[src/rtl/axistream_unpack_pkg.sv]
// Shared types and helpers for the axistream_unpack width-down converter.
package axistream_unpack_pkg;

  // The main slot is either idle or streaming its elements out
  typedef enum logic {
    EMPTY = 1'b0,
    SEND  = 1'b1
  } state_t;

  // Ceiling log2, used to size the element index counter
  function automatic int clog2(input int n);
    int r;
    int v;
    r = 0;
    v = n - 1;
    while (v > 0) begin
      r = r + 1;
      v = v >> 1;
    end
    return r;
  endfunction

endpackage

[src/rtl/axistream_unpack_slot.sv]
// Holding slot for one wide word: data, tlast flag and valid flag.
// A load takes priority over a clear so a slot can be retired and
// refilled in the same cycle.
module axistream_unpack_slot #(
  parameter int WIDTH = 32
) (
  input  logic             clk,
  input  logic             rst,
  input  logic             load,
  input  logic             clear,
  input  logic [WIDTH-1:0] word_in,
  input  logic             tlast_in,
  output logic [WIDTH-1:0] word,
  output logic             tlast,
  output logic             valid
);

  // Capture a new word on load, drop the valid flag on clear
  always_ff @(posedge clk or posedge rst) begin
    if (rst) begin
      word  <= '0;
      tlast <= 1'b0;
      valid <= 1'b0;
    end else if (load) begin
      word  <= word_in;
      tlast <= tlast_in;
      valid <= 1'b1;
    end else if (clear) begin
      valid <= 1'b0;
    end
  end

endmodule

[src/rtl/axistream_unpack.sv]
// axistream_unpack: splits one wide AXI-stream word of NUM_PACK elements into
// NUM_PACK narrow beats, element 0 first. dest_tlast marks the final element
// of a word that arrived with src_tlast set.
// Optional macro AXISTREAM_UNPACK_PREFETCH_EN adds a spare slot so a following
// word can be accepted while the current one drains, removing the bubble
// cycle between words.
module axistream_unpack
  import axistream_unpack_pkg::*;
#(
  parameter int DATA_WIDTH = 8,
  parameter int NUM_PACK   = 4
) (
  input  logic                         clk,
  input  logic                         rst,
  input  logic                         src_tvalid,
  output logic                         src_tready,
  input  logic [NUM_PACK*DATA_WIDTH-1:0] src_tdata,
  input  logic                         src_tlast,
  output logic                         dest_tvalid,
  input  logic                         dest_tready,
  output logic [DATA_WIDTH-1:0]        dest_tdata,
  output logic                         dest_tlast
);

  localparam int WORD_W = NUM_PACK * DATA_WIDTH;
  localparam int IDX_W  = clog2(NUM_PACK);
  localparam logic [IDX_W-1:0] LAST_IDX = IDX_W'(NUM_PACK - 1);

  logic [IDX_W-1:0]  idx_reg;
  logic [IDX_W-1:0]  idx_next;
  logic [WORD_W-1:0] main_word;
  logic              main_tlast;
  logic              main_valid;
  logic              main_load;
  logic              main_clear;
  logic [WORD_W-1:0] main_word_in;
  logic              main_tlast_in;
  state_t            state;
  logic              src_hs;
  logic              dest_hs;
  logic              retire;

  // The main slot's valid flag is the state register
  assign state   = main_valid ? SEND : EMPTY;
  assign src_hs  = src_tvalid && src_tready;
  assign dest_hs = dest_tvalid && dest_tready;
  assign retire  = dest_hs && (idx_reg == LAST_IDX);

  axistream_unpack_slot #(.WIDTH(WORD_W)) u_main_slot (
    .clk      (clk),
    .rst      (rst),
    .load     (main_load),
    .clear    (main_clear),
    .word_in  (main_word_in),
    .tlast_in (main_tlast_in),
    .word     (main_word),
    .tlast    (main_tlast),
    .valid    (main_valid)
  );

`ifdef AXISTREAM_UNPACK_PREFETCH_EN
  logic              spare_load;
  logic              spare_clear;
  logic [WORD_W-1:0] spare_word;
  logic              spare_tlast;
  logic              spare_valid;

  axistream_unpack_slot #(.WIDTH(WORD_W)) u_spare_slot (
    .clk      (clk),
    .rst      (rst),
    .load     (spare_load),
    .clear    (spare_clear),
    .word_in  (src_tdata),
    .tlast_in (src_tlast),
    .word     (spare_word),
    .tlast    (spare_tlast),
    .valid    (spare_valid)
  );

  // A full spare slot is the only thing that blocks the source
  assign src_tready = !spare_valid;
`else
  // Single slot: accept only when nothing is being streamed out
  assign src_tready = (state == EMPTY);
`endif

  // Next index and slot load/clear decisions
  always_comb begin
    idx_next      = idx_reg;
    main_load     = 1'b0;
    main_clear    = 1'b0;
    main_word_in  = src_tdata;
    main_tlast_in = src_tlast;
`ifdef AXISTREAM_UNPACK_PREFETCH_EN
    spare_load    = 1'b0;
    spare_clear   = 1'b0;
`endif
    case (state)
      EMPTY: begin
        if (src_hs) begin
          main_load = 1'b1;
          idx_next  = '0;
        end
      end
      SEND: begin
        if (dest_hs) begin
          idx_next = (idx_reg == LAST_IDX) ? '0 : idx_reg + 1'b1;
        end
        if (retire) begin
          main_clear = 1'b1;
        end
`ifdef AXISTREAM_UNPACK_PREFETCH_EN
        // Spare is only ever full while main is full, and it blocks the
        // source, so a retire with a full spare never coincides with src_hs
        if (retire && spare_valid) begin
          main_load     = 1'b1;
          main_word_in  = spare_word;
          main_tlast_in = spare_tlast;
          spare_clear   = 1'b1;
        end else if (src_hs) begin
          if (retire) begin
            main_load = 1'b1;
          end else begin
            spare_load = 1'b1;
          end
        end
`endif
      end
      default: begin
      end
    endcase
  end

  // Element index register
  always_ff @(posedge clk or posedge rst) begin
    if (rst) begin
      idx_reg <= '0;
    end else begin
      idx_reg <= idx_next;
    end
  end

  assign dest_tvalid = (state == SEND);
  assign dest_tdata  = DATA_WIDTH'(main_word >> (int'(idx_reg) * DATA_WIDTH));
  assign dest_tlast  = (state == SEND) && main_tlast && (idx_reg == LAST_IDX);

endmodule

[config.mk]
export PLATFORM = sky130hd
export DESIGN_NAME = axistream_unpack
export DESIGN_NICKNAME = d
export VERILOG_FILES = /design/src/rtl/axistream_unpack_pkg.sv /design/src/rtl/axistream_unpack_slot.sv /design/src/rtl/axistream_unpack.sv
export SDC_FILE = /design/constraint.sdc
export NUM_CORES = 1
export LEC_CHECK = 0
export CORE_MARGIN = 10
export CORE_UTILIZATION = 47
export CTS_CLUSTER_DIAMETER = 80
export DETAILED_ROUTE_END_ITERATION = 10
export PLACE_DENSITY = 0.86
export SETUP_SLACK_MARGIN = 0.15
export SLEW_MARGIN = 20
export SYNTH_ARGS = -nofsm -noshare
export SYNTH_HDL_FRONTEND = slang
export SYNTH_SLANG_ARGS = --single-unit
[constraint.sdc]
create_clock -name clk -period 1.4 [get_ports clk]
set_clock_uncertainty 0.05 [all_clocks]
set_input_delay 0.14 -clock clk [delete_from_list [all_inputs] [get_ports clk]]
set_output_delay 0.14 -clock clk [all_outputs]
set_load 0.01 [all_outputs]
==> impl_results.md <==
* Minimum clock period at 1.724 ns
* Filler Cell Count at 203
* CP startpoint: idx_reg[0]$_DFFE_PP0P_
* Core Rows at 22
* RSZ-0062 raised after global routing: yes
* Synth cell types at 18
* CP Capture Type: output port
* Max reg flops at 32
* Die width at 80.79 µm
* Slowest stage cell, crit path: mux4_2
* H-tree levels at 2
* Max VDD drop at 1117 µV
* Pre-CTS WS at -0.3098 ns
* CP cell instances: buf_6 > mux4_2 > buf_6
* Leak Pwr at 1.254 nW
* Routing usage on met3 at 4.967%
* Area growth, synth to finish at 61.02%
* CTS tree: built
* Via count at 1127
* Grt ovf at 0
* Total GRT Usage at 15.29%
* Clk sinks at 36
* Detailed Route WL at 4597 µm
* First-pass GRT wire length at 7438 µm
* Met1 usage in global routing at 15.15%
* Violated checks: setup timing
* Post-Synthesis Cell Area at 1737 µm²
* Port bufs at 47
* Worst reg2reg startpoint: u_main_slot.valid$_DFFE_PP0P_
* Total CTS buffers at 5
* Status: complete, but fails checks
* Worst-Skew Late Latency at 0.30 ns
* Met2 Usage GRT at 28.03%
* Max Fclk at 580.1 MHz
* Worst Path Buf+Inv at 2
* Slew @ Worst Pin at 0.2317 ns
* Slew Viols, Final at 0
* Vias in the first global route at 1410
* Final Hold Vio Count at 0
* Hold WS at 0.1332 ns
* Final Cycle Share at 123.1%
* Share of post-route cells with drive strength above 1 at 55.49%
* 1st-iter DRT viols at 61
* CTS clk-pin slew, worst paths at 0.08 ns
* DR DRC count at 0
* Worst EP arrival at 1.53 ns
* Max stage delay on crit path at 0.51 ns
* Fin nets at 219
* Setup crit start kind: flop
* PD cells at 2265 nW/µm²
* Mean Syn Cell Area at 17.90 µm²
* Most frequent CP cell: buf_6
* Syn Nets at 135
* Final worst slack at -0.3237 ns
* Post-DP HPWL at 2950 µm
* Final setup fails at 42
* Crit Path Class: flop to output port
* Synthesis warning total at 0
* Height of the chip at 80.79 µm
* CTS hold repair buffers at 0
* DRT Pass-1 Iters at 4
* Seq/Total Area, Yosys at 51.87%
* Rel. slew slack at 84.55%
* Starting density of the core at 48.16%
* CTS max path bufs at 2
* Hold/Removal Path Class: input port to asynchronous set/reset pin
* Gate Count Post-Synth at 97
* Largest net degree at the start of global routing at 37
* Die area at 6526 µm²
* GPL Wtd Cong at 0.7832
* Worst path top cell family by delay: multiplexers
* DR WL/cell at 19.99 µm
* Post-DRT Antenna Nets at 0
* ANT cells at 0
* Initial antenna violation count at 0
* Clk root buf: clkbuf_8
* Via density at 4.900
* Core Box Area at 3606 µm²
* MaxCap Viol Count at 0
* Critical path fanouts, max at 4
* Critical Path RT at 1.21 ns
* Synth Register Bits at 36
* Ports at 48
* Gr busiest metal: met2
-- cells in the final DEF, fill, tap and decap left out, types with 4 or more instances in the layout --
master           instances
buf_6                   18
clkdlybuf4s50_1         36
buf_16                   4
dfrtp_1                 35
clkbuf_8                 5
buf_4                   19
mux2_4                  33
mux4_2                   8
buf_12                   5
-- area by class of cell --
class / instances / area (µm²) / area share [%]
tap: 48 / 60.06 / 2.148
clock buffer: 6 / 72.57 / 2.595
inverter: 2 / 10.01 / 0.3579
clock inverter: 2 / 35.03 / 1.253
sequential: 36 / 902.1 / 32.26
multi-input combinational: 53 / 785.8 / 28.10
timing repair buffer: 83 / 930.9 / 33.29
-- logic make-up after synthesis --
family	share of synthesized area [%]
muxes	39.41
DFF	51.87
buffers and inverters	5.260
and+or+nand+nor	1.730
AOI/OAI and AO/OA	1.009
adders and majority gates	0.7203
-- worst reg2reg max path, delay by kind of cell, from the launching register on --
kind | cells | cell delay [ns]
multiplexers | 1 | 0.30
buffers and inverters | 4 | 0.50
flip-flops | 1 | 0.43
AND/OR/NAND/NOR | 1 | 0.15
-- synthesized netlist by cell type (all sizes together) --
master	n	area [µm²]
buf	6	83.83
o21ai	1	5.000
and3	1	6.260
ha	1	12.51
nand2	2	7.510
o22ai	1	6.260
a31oi	1	6.260
mux4	8	180.2
nor2b	1	8.760
mux2	33	484.2
dfrtp	36	900.9
inv	2	7.510
mux2i	2	20.02
nor2	2	7.510
-- routing by layer --
layer	share of wire (%)	vias up
li1	-	523
met1	37	555
met2	54	39
met3	6.2	10
met4	2.8	0
met5	0	-
-- path summary, 6_finish.rpt --
path	endpoint	slack (ns)	cells after the start
setup / recovery	dest_tdata[0]	-0.32	3
hold / removal	idx_reg[1]$_DFFE_PP0P_	0.13	3
setup reg to reg	u_main_slot.word[9]$_DFFE_PP0P_	-0.15	6
hold reg to reg	u_main_slot.word[2]$_DFFE_PP0P_	0.46	1
max in group asynchronous	u_main_slot.valid$_DFFE_PP0P_	0.98	3
min in group clk	u_main_slot.tlast$_DFFE_PP0P_	0.40	2
-- timing repair --
action	in CTS	in global routing
gates resized for setup	65	12
setup endpoints to repair	46	45
pin swaps	0	1
endpoints found under the hold margin	0	0
buffers inserted	9	1
gates cloned	4	0
-- power by group --
part / internal, mW / switching [mW] / total (mW)
combinational: 2.41 / 1.12 / 3.53
sequential: 1.57 / 0.323 / 1.89
clock: 0.528 / 0.379 / 0.907
total: 4.51 / 1.83 / 6.33
-- through the flow --
stage / instances / util, % / total power [mW] / setup TNS [ns] / cell area [µm²]
final: 230 / 77.55 / 6.333 / -5.100 / 2796
after global placement: 208 / 66.34 / 4.636 / -6.356 / 2392
after floorplan: 97 / - / 3.526 / 0 / 1742
after detailed placement: 208 / 66.34 / 4.772 / -6.521 / 2392
after global routing: 230 / 77.55 / 6.669 / -6.643 / 2796
after CTS: 229 / 75.47 / 6.032 / -4.317 / 2721
Note: power is estimated with default switching activity, not from simulation.
==> RTL edit 1: new RTL, config.mk and constraints unchanged <==
Change the parameter `DATA_WIDTH` from 8 to 6.
--- a/src/rtl/axistream_unpack.sv
+++ b/src/rtl/axistream_unpack.sv
@@ -9,3 +9,3 @@
 #(
-  parameter int DATA_WIDTH = 8,
+  parameter int DATA_WIDTH = 6,
   parameter int NUM_PACK   = 4
Ports: changed (resized dest_tdata and src_tdata); port bits go from 48 to 38. The function was not compared with the original's and may differ.
==> RTL edit 1 against the unedited design <==
  * The run still ends with setup timing left
  * Wire length decreased by 22%
  * Critical endpoint unchanged
  * Via count decreased by 18%
  * Highest routed layer unchanged
  * Non-clock buffer count decreased by 12
  * Register-to-register slack improved by 100 ps
  * Sequential cell count decreased by 8
  * Maximum frequency increased by 0.31%
  * Power decreased by 28%
  * Area after synthesis decreased by 23%
  * Worst setup slack improved by 5.4 ps
  * Final area decreased by 25%
==> RTL edit 1: results (changes against the unedited design) <==
- Largest net degree at the start of global routing: 29 (-22%)
- Final worst slack: -318 ps (+5.41 ps)
- Cells after Synth: 78 (-20%)
- Unique cell type count in the Yosys netlist: 17 (-1)
- Max reg flops: 24 (-25%)
- Area contributors post-synth: dfrtp_1 (52%), mux2_4 (22%), mux4_2 (10%)
- First-pass GRT wire length: 5.66 mm (-24%)
- Reg2Reg Capture Point: u_main_slot.word[8]
- Clk root buf: clkbuf_4
- # setup viols final: 33 (-21%)
- Final TNS setup: -2710 ps (+2390 ps)
- Clock-pin slew on the worst setup and hold paths: 150 ps (+70 ps)
- Status: finished, violations left
- Metal2 WL: 1.81 mm (-27%)
- Wl on met1: 1.54 mm (-9.7%)
- Crit-path max FO: 5 (+1)
- Dpl hpwl: 2.39 mm (-19%)
- Max VDD drop: 1.71 mV (+53%)
- Reg2Reg Setup Slack: -50 ps (+100 ps)
- Sequential area share after synthesis: 52.2% (+0.37 points)
- Post-synthesis net count: 108 (-20%)
- Maximum level of the CTS H-tree: 1 (-1)
- Total track usage: 13.5% (-1.7 points)
- Worst-case reg-to-reg path depth: 5 (-1)
- Final RePlAce weighted congestion: 0.764 (-2.4%)
- Clk Latency, worst-skew pair: 320 ps (+20 ps)
- Total CTS buffers: 3 (-2)
- Vias per std cell: 5.19 (+5.9%)
- Post-synth top cells: dfrtp_1 (28), mux2_4 (20), mux4_2 (6), mux2_2 (5)
- Layout Cells excl Fill: 179 (-22%)
- Post-placement setup slack: -380 ps (-70.0 ps)
- Vias in the first global route: 1,067 (-24%)
- Worst slew margin: 75.8% (-8.8 points)
- Filler cells: 157 (-23%)
- WL met3: 210 µm (-26%)
- Pint: 3.19 mW (-29%)
- Failing checks: setup timing
- Layout cells sized above 1: 56.1% (+0.59 points)
- Placed Cells: 162 (-22%)
- 1st-iter DRT viols: 85 (+39%)
- Buffers added on ports: 37 (-21%)
[RTL edit 1: worst max path at each step]
stage / startpoint / endpoint / slack (ps) / cells past startpoint
after floorplan: u_main_slot.valid / u_main_slot.tlast / 100 / 4
after global placement: idx_reg[0] / dest_tdata[0] / -330 / 2
after detailed placement: idx_reg[0] / dest_tdata[1] / -380 / 2
after CTS: idx_reg[0] / dest_tdata[0] / -350 / 3
after global routing: idx_reg[0] / dest_tdata[2] / -370 / 3
final: idx_reg[0] / dest_tdata[0] / -320 / 3
[RTL edit 1: cell type report]
cell class	instances	area share, %
repair buffers	71	34.1
clock buffers	4	1.26
well taps	31	1.85
multi-input cells	43	28.7
inverters	2	0.478
flip-flops and latches	28	33.6
[RTL edit 1: metal layers]
layer | up-vias | GRT usage, %
li1 | 425 | -
met1 | 470 | 16.2
met2 | 31 | 23.6
met3 | 3 | 3.36
met4 | 0 | 3.52
met5 | - | 0
[RTL edit 1: critical path, stage by stage, from the launching register on]
cell and delay (ps):
dfrtp_2 450, buf_4 130, mux4_2 480, buf_2 150
[RTL edit 1: per-stage QoR]
stage,area (µm²),hold slack [ps]
2_1_floorplan,1350,155
3_3_place_gp,1880,436
3_5_place_dp,1880,442
4_1_cts,2050,107
5_1_grt,2090,168
6_report,2090,154
[RTL edit 1: cells by family after synthesis]
group	Yosys count	share of synthesized area, %
DFF	28	52.2
AOI/OAI and AO/OA	3	1.31
muxes	33	38.2
buffers and inverters	7	5.13
and+or+nand+nor	6	2.24
adders and majority gates	1	0.933
[RTL edit 1: timing repair]
action                                 4_1_cts  5_1_grt
endpoints found under the hold margin        0        0
setup buffers                                9        2
gates cloned                                 2        0
pin swaps                                    0        2
resized for setup                           54        6
setup endpoints to repair                   35       35
[RTL edit 1: power groups by stage]
stage	Sequential [mW]	Clock, mW	Combinational (mW)
after global placement	1.46	0	2.20
after CTS	1.47	0.362	2.57
after global routing	1.53	0.379	2.90
final	1.47	0.344	2.72
after detailed placement	1.50	0	2.25
after floorplan	1.38	0	1.33
==> RTL edit 2: new RTL, config.mk and constraints unchanged <==
Made on the original files. Make the reset (`rst`) synchronous in 2 clocked blocks.
--- a/src/rtl/axistream_unpack_slot.sv
+++ b/src/rtl/axistream_unpack_slot.sv
@@ -18,3 +18,3 @@
   // Capture a new word on load, drop the valid flag on clear
-  always_ff @(posedge clk or posedge rst) begin
+  always_ff @(posedge clk) begin
     if (rst) begin
--- a/src/rtl/axistream_unpack.sv
+++ b/src/rtl/axistream_unpack.sv
@@ -134,3 +134,3 @@
   // Element index register
-  always_ff @(posedge clk or posedge rst) begin
+  always_ff @(posedge clk) begin
     if (rst) begin
Formal check against the unedited RTL: differs if rst is asserted again (counterexample within 4 cycles, from zero or initial values and one cycle with rst high); with rst held inactive, the same outputs for 10 cycles.
==> RTL edit 2 against the unedited design <==
  * The run still ends with setup timing left
  * Die area decreased by 12%
  * Area after synthesis decreased by 15%
  * Wire length decreased by 20%
  * Utilization decreased by 5.6 points
  * Sequential share of layout area increased by 1.2 points
  * Worst setup slack improved by 94 ps
  * Global-route usage decreased by 2.7 points
  * Sequential cell count unchanged
  * Maximum frequency increased by 5.7%
  * Final area decreased by 22%
Power is not compared: it rests on default switching activity, and its combinational part moved more than twofold at a synthesized area within 25%.
==> RTL edit 2: results (changes against the unedited design) <==
- Vias in the first global route: 1,342 (-4.8%)
- Area contributors post-synth: dfxtp_1 (49%), nand2_1 (17%), mux4_2 (12%)
- Failing checks: setup timing
- Clock-pin slew on the worst setup and hold paths: 110 ps (+30 ps)
- Crit-path max FO: 3 (-1)
- FFs w/ async S/R, synth: 0% (-100 points)
- Unique cell type count in the Yosys netlist: 17 (-1)
- Slew @ Worst Pin: 259 ps (+26.8 ps)
- Mux contribution to synthesized area: 12.3% (-27 points)
- Yosys top cell area share: 49.1% (-2.8 points)
- Dpl hpwl: 2.57 mm (-13%)
- Post-synthesis net count: 209 (+55%)
- Cells after Synth: 171 (+76%)
- Final RePlAce weighted congestion: 0.739 (-5.6%)
- Placed Cells: 258 (+24%)
- # setup viols final: 10 (-76%)
- Total track usage: 12.6% (-2.7 points)
- CP arrival: 1440 ps (-90 ps)
- 1st-iter DRT viols: 113 (+85%)
- Area share of fa/ha/maj cells after synthesis: 0.852% (+0.13 points)
- Status: finished, violations left
- Vias per std cell: 4.92 (+0.45%)
- Clk root buf: clkbuf_4
- Final worst slack: -230 ps (+93.6 ps)
- Post-synth top cells: nand2_1 (66), dfxtp_1 (36), a21oi_1 (35), buf_2 (10), mux4_2 (8)
- Sequential area share after synthesis: 49.1% (-2.8 points)
- Synth Area in Compound Gates: 13.2% (+12 points)
- Placed cell area: 0.00204 mm² (-15%)
- Post-placement setup slack: -397 ps (-87.4 ps)
- First-pass GRT wire length: 6.07 mm (-18%)
- Layout cells sized above 1: 19.5% (-36 points)
- Clk Latency, worst-skew pair: 330 ps (+30 ps)
- WL per Instance: 13.6 µm (-32%)
- Hold Crit Class: in2reg
- Drt total wl: 3.67 mm (-20%)
==> RTL edit 2: cell types whose count changed after synthesis, sizes merged, moves of 2 or more <==
cell / unedited run / this run
nand2: 2 / 66
dfrtp: 36 / 0
dfxtp: 0 / 36
a21oi: 0 / 35
mux2: 33 / 0
buf: 6 / 10
clkbuf: 0 / 4
mux2i: 2 / 0
==> RTL edit 2: kinds of logic (layout without fill, tap and decap cells) <==
| group | after synthesis | count (layout) |
|---|---|---|
| mux | 8 | 8 |
| buf+inv | 15 | 70 |
| fa+ha+maj | 1 | 1 |
| compound gates | 38 | 38 |
| flops | 36 | 36 |
| simple gates | 73 | 73 |
==> RTL edit 2: final timing paths <==
| check | from | endpoint | slack (ps) | cells after the start |
|---|---|---|---|---|
| setup / recovery | idx_reg[1] | dest_tdata[2] | -230 | 3 |
| hold / removal | src_tdata[11] | u_main_slot.word[11] | 290 | 3 |
| setup reg to reg | idx_reg[1] | idx_reg[0] | -80 | 5 |
| hold reg to reg | u_main_slot.word[23] | u_main_slot.word[23] | 410 | 2 |
==> RTL edit 2: final cells by class <==
cell class	instances	area, µm²
Clock inverter	2	35.0
Tap cell	44	55.1
Timing Repair Buffer	61	611
Fill cell	253	850
Sequential cell	36	729
Inverter	1	3.75
Multi-Input combinational cell	120	703
Clock buffer	6	41.3
==> RTL edit 2: where the power goes <==
| part | leakage (nW) | switching (mW) | internal (mW) |
|---|---|---|---|
| logic | 0.495 | 0.142 | 0.208 |
| registers | 0.297 | 0.0341 | 1.08 |
| clock network | 0.0422 | 0.332 | 0.374 |
| total | 0.834 | 0.508 | 1.66 |
==> RTL edit 2: per-layer routing <==
metal	up-vias	GRT usage, %	part of all wire, %
met3	4	4.25	4.5
met4	0	5.11	1.3
met5	-	0	0
li1	682	-	-
met2	29	21.7	50
met1	614	13.9	44
==> RTL edit 2: repair_timing <==
action                                  CTS  global route
hold buffers                              0             0
hold endpoints to repair                  0             0
pin swaps                                 2             2
resized for setup                        49             7
endpoints found under the setup margin   12            10
buffers inserted                          2             2
==> RTL edit 2: metrics by stage <==
step           TNS (ps)  total power, mW
3_3_place_gp      -2850             1.48
2_1_floorplan         0             1.29
3_5_place_dp      -3020             1.49
4_1_cts           -2060             2.17
5_1_grt           -2450             2.26
6_report          -1890             2.17
==> RTL edit 2: critical path: stages, from the launching register on <==
cell and delay (ps):
dfxtp_2 370, buf_6 120, mux4_2 490, buf_6 140
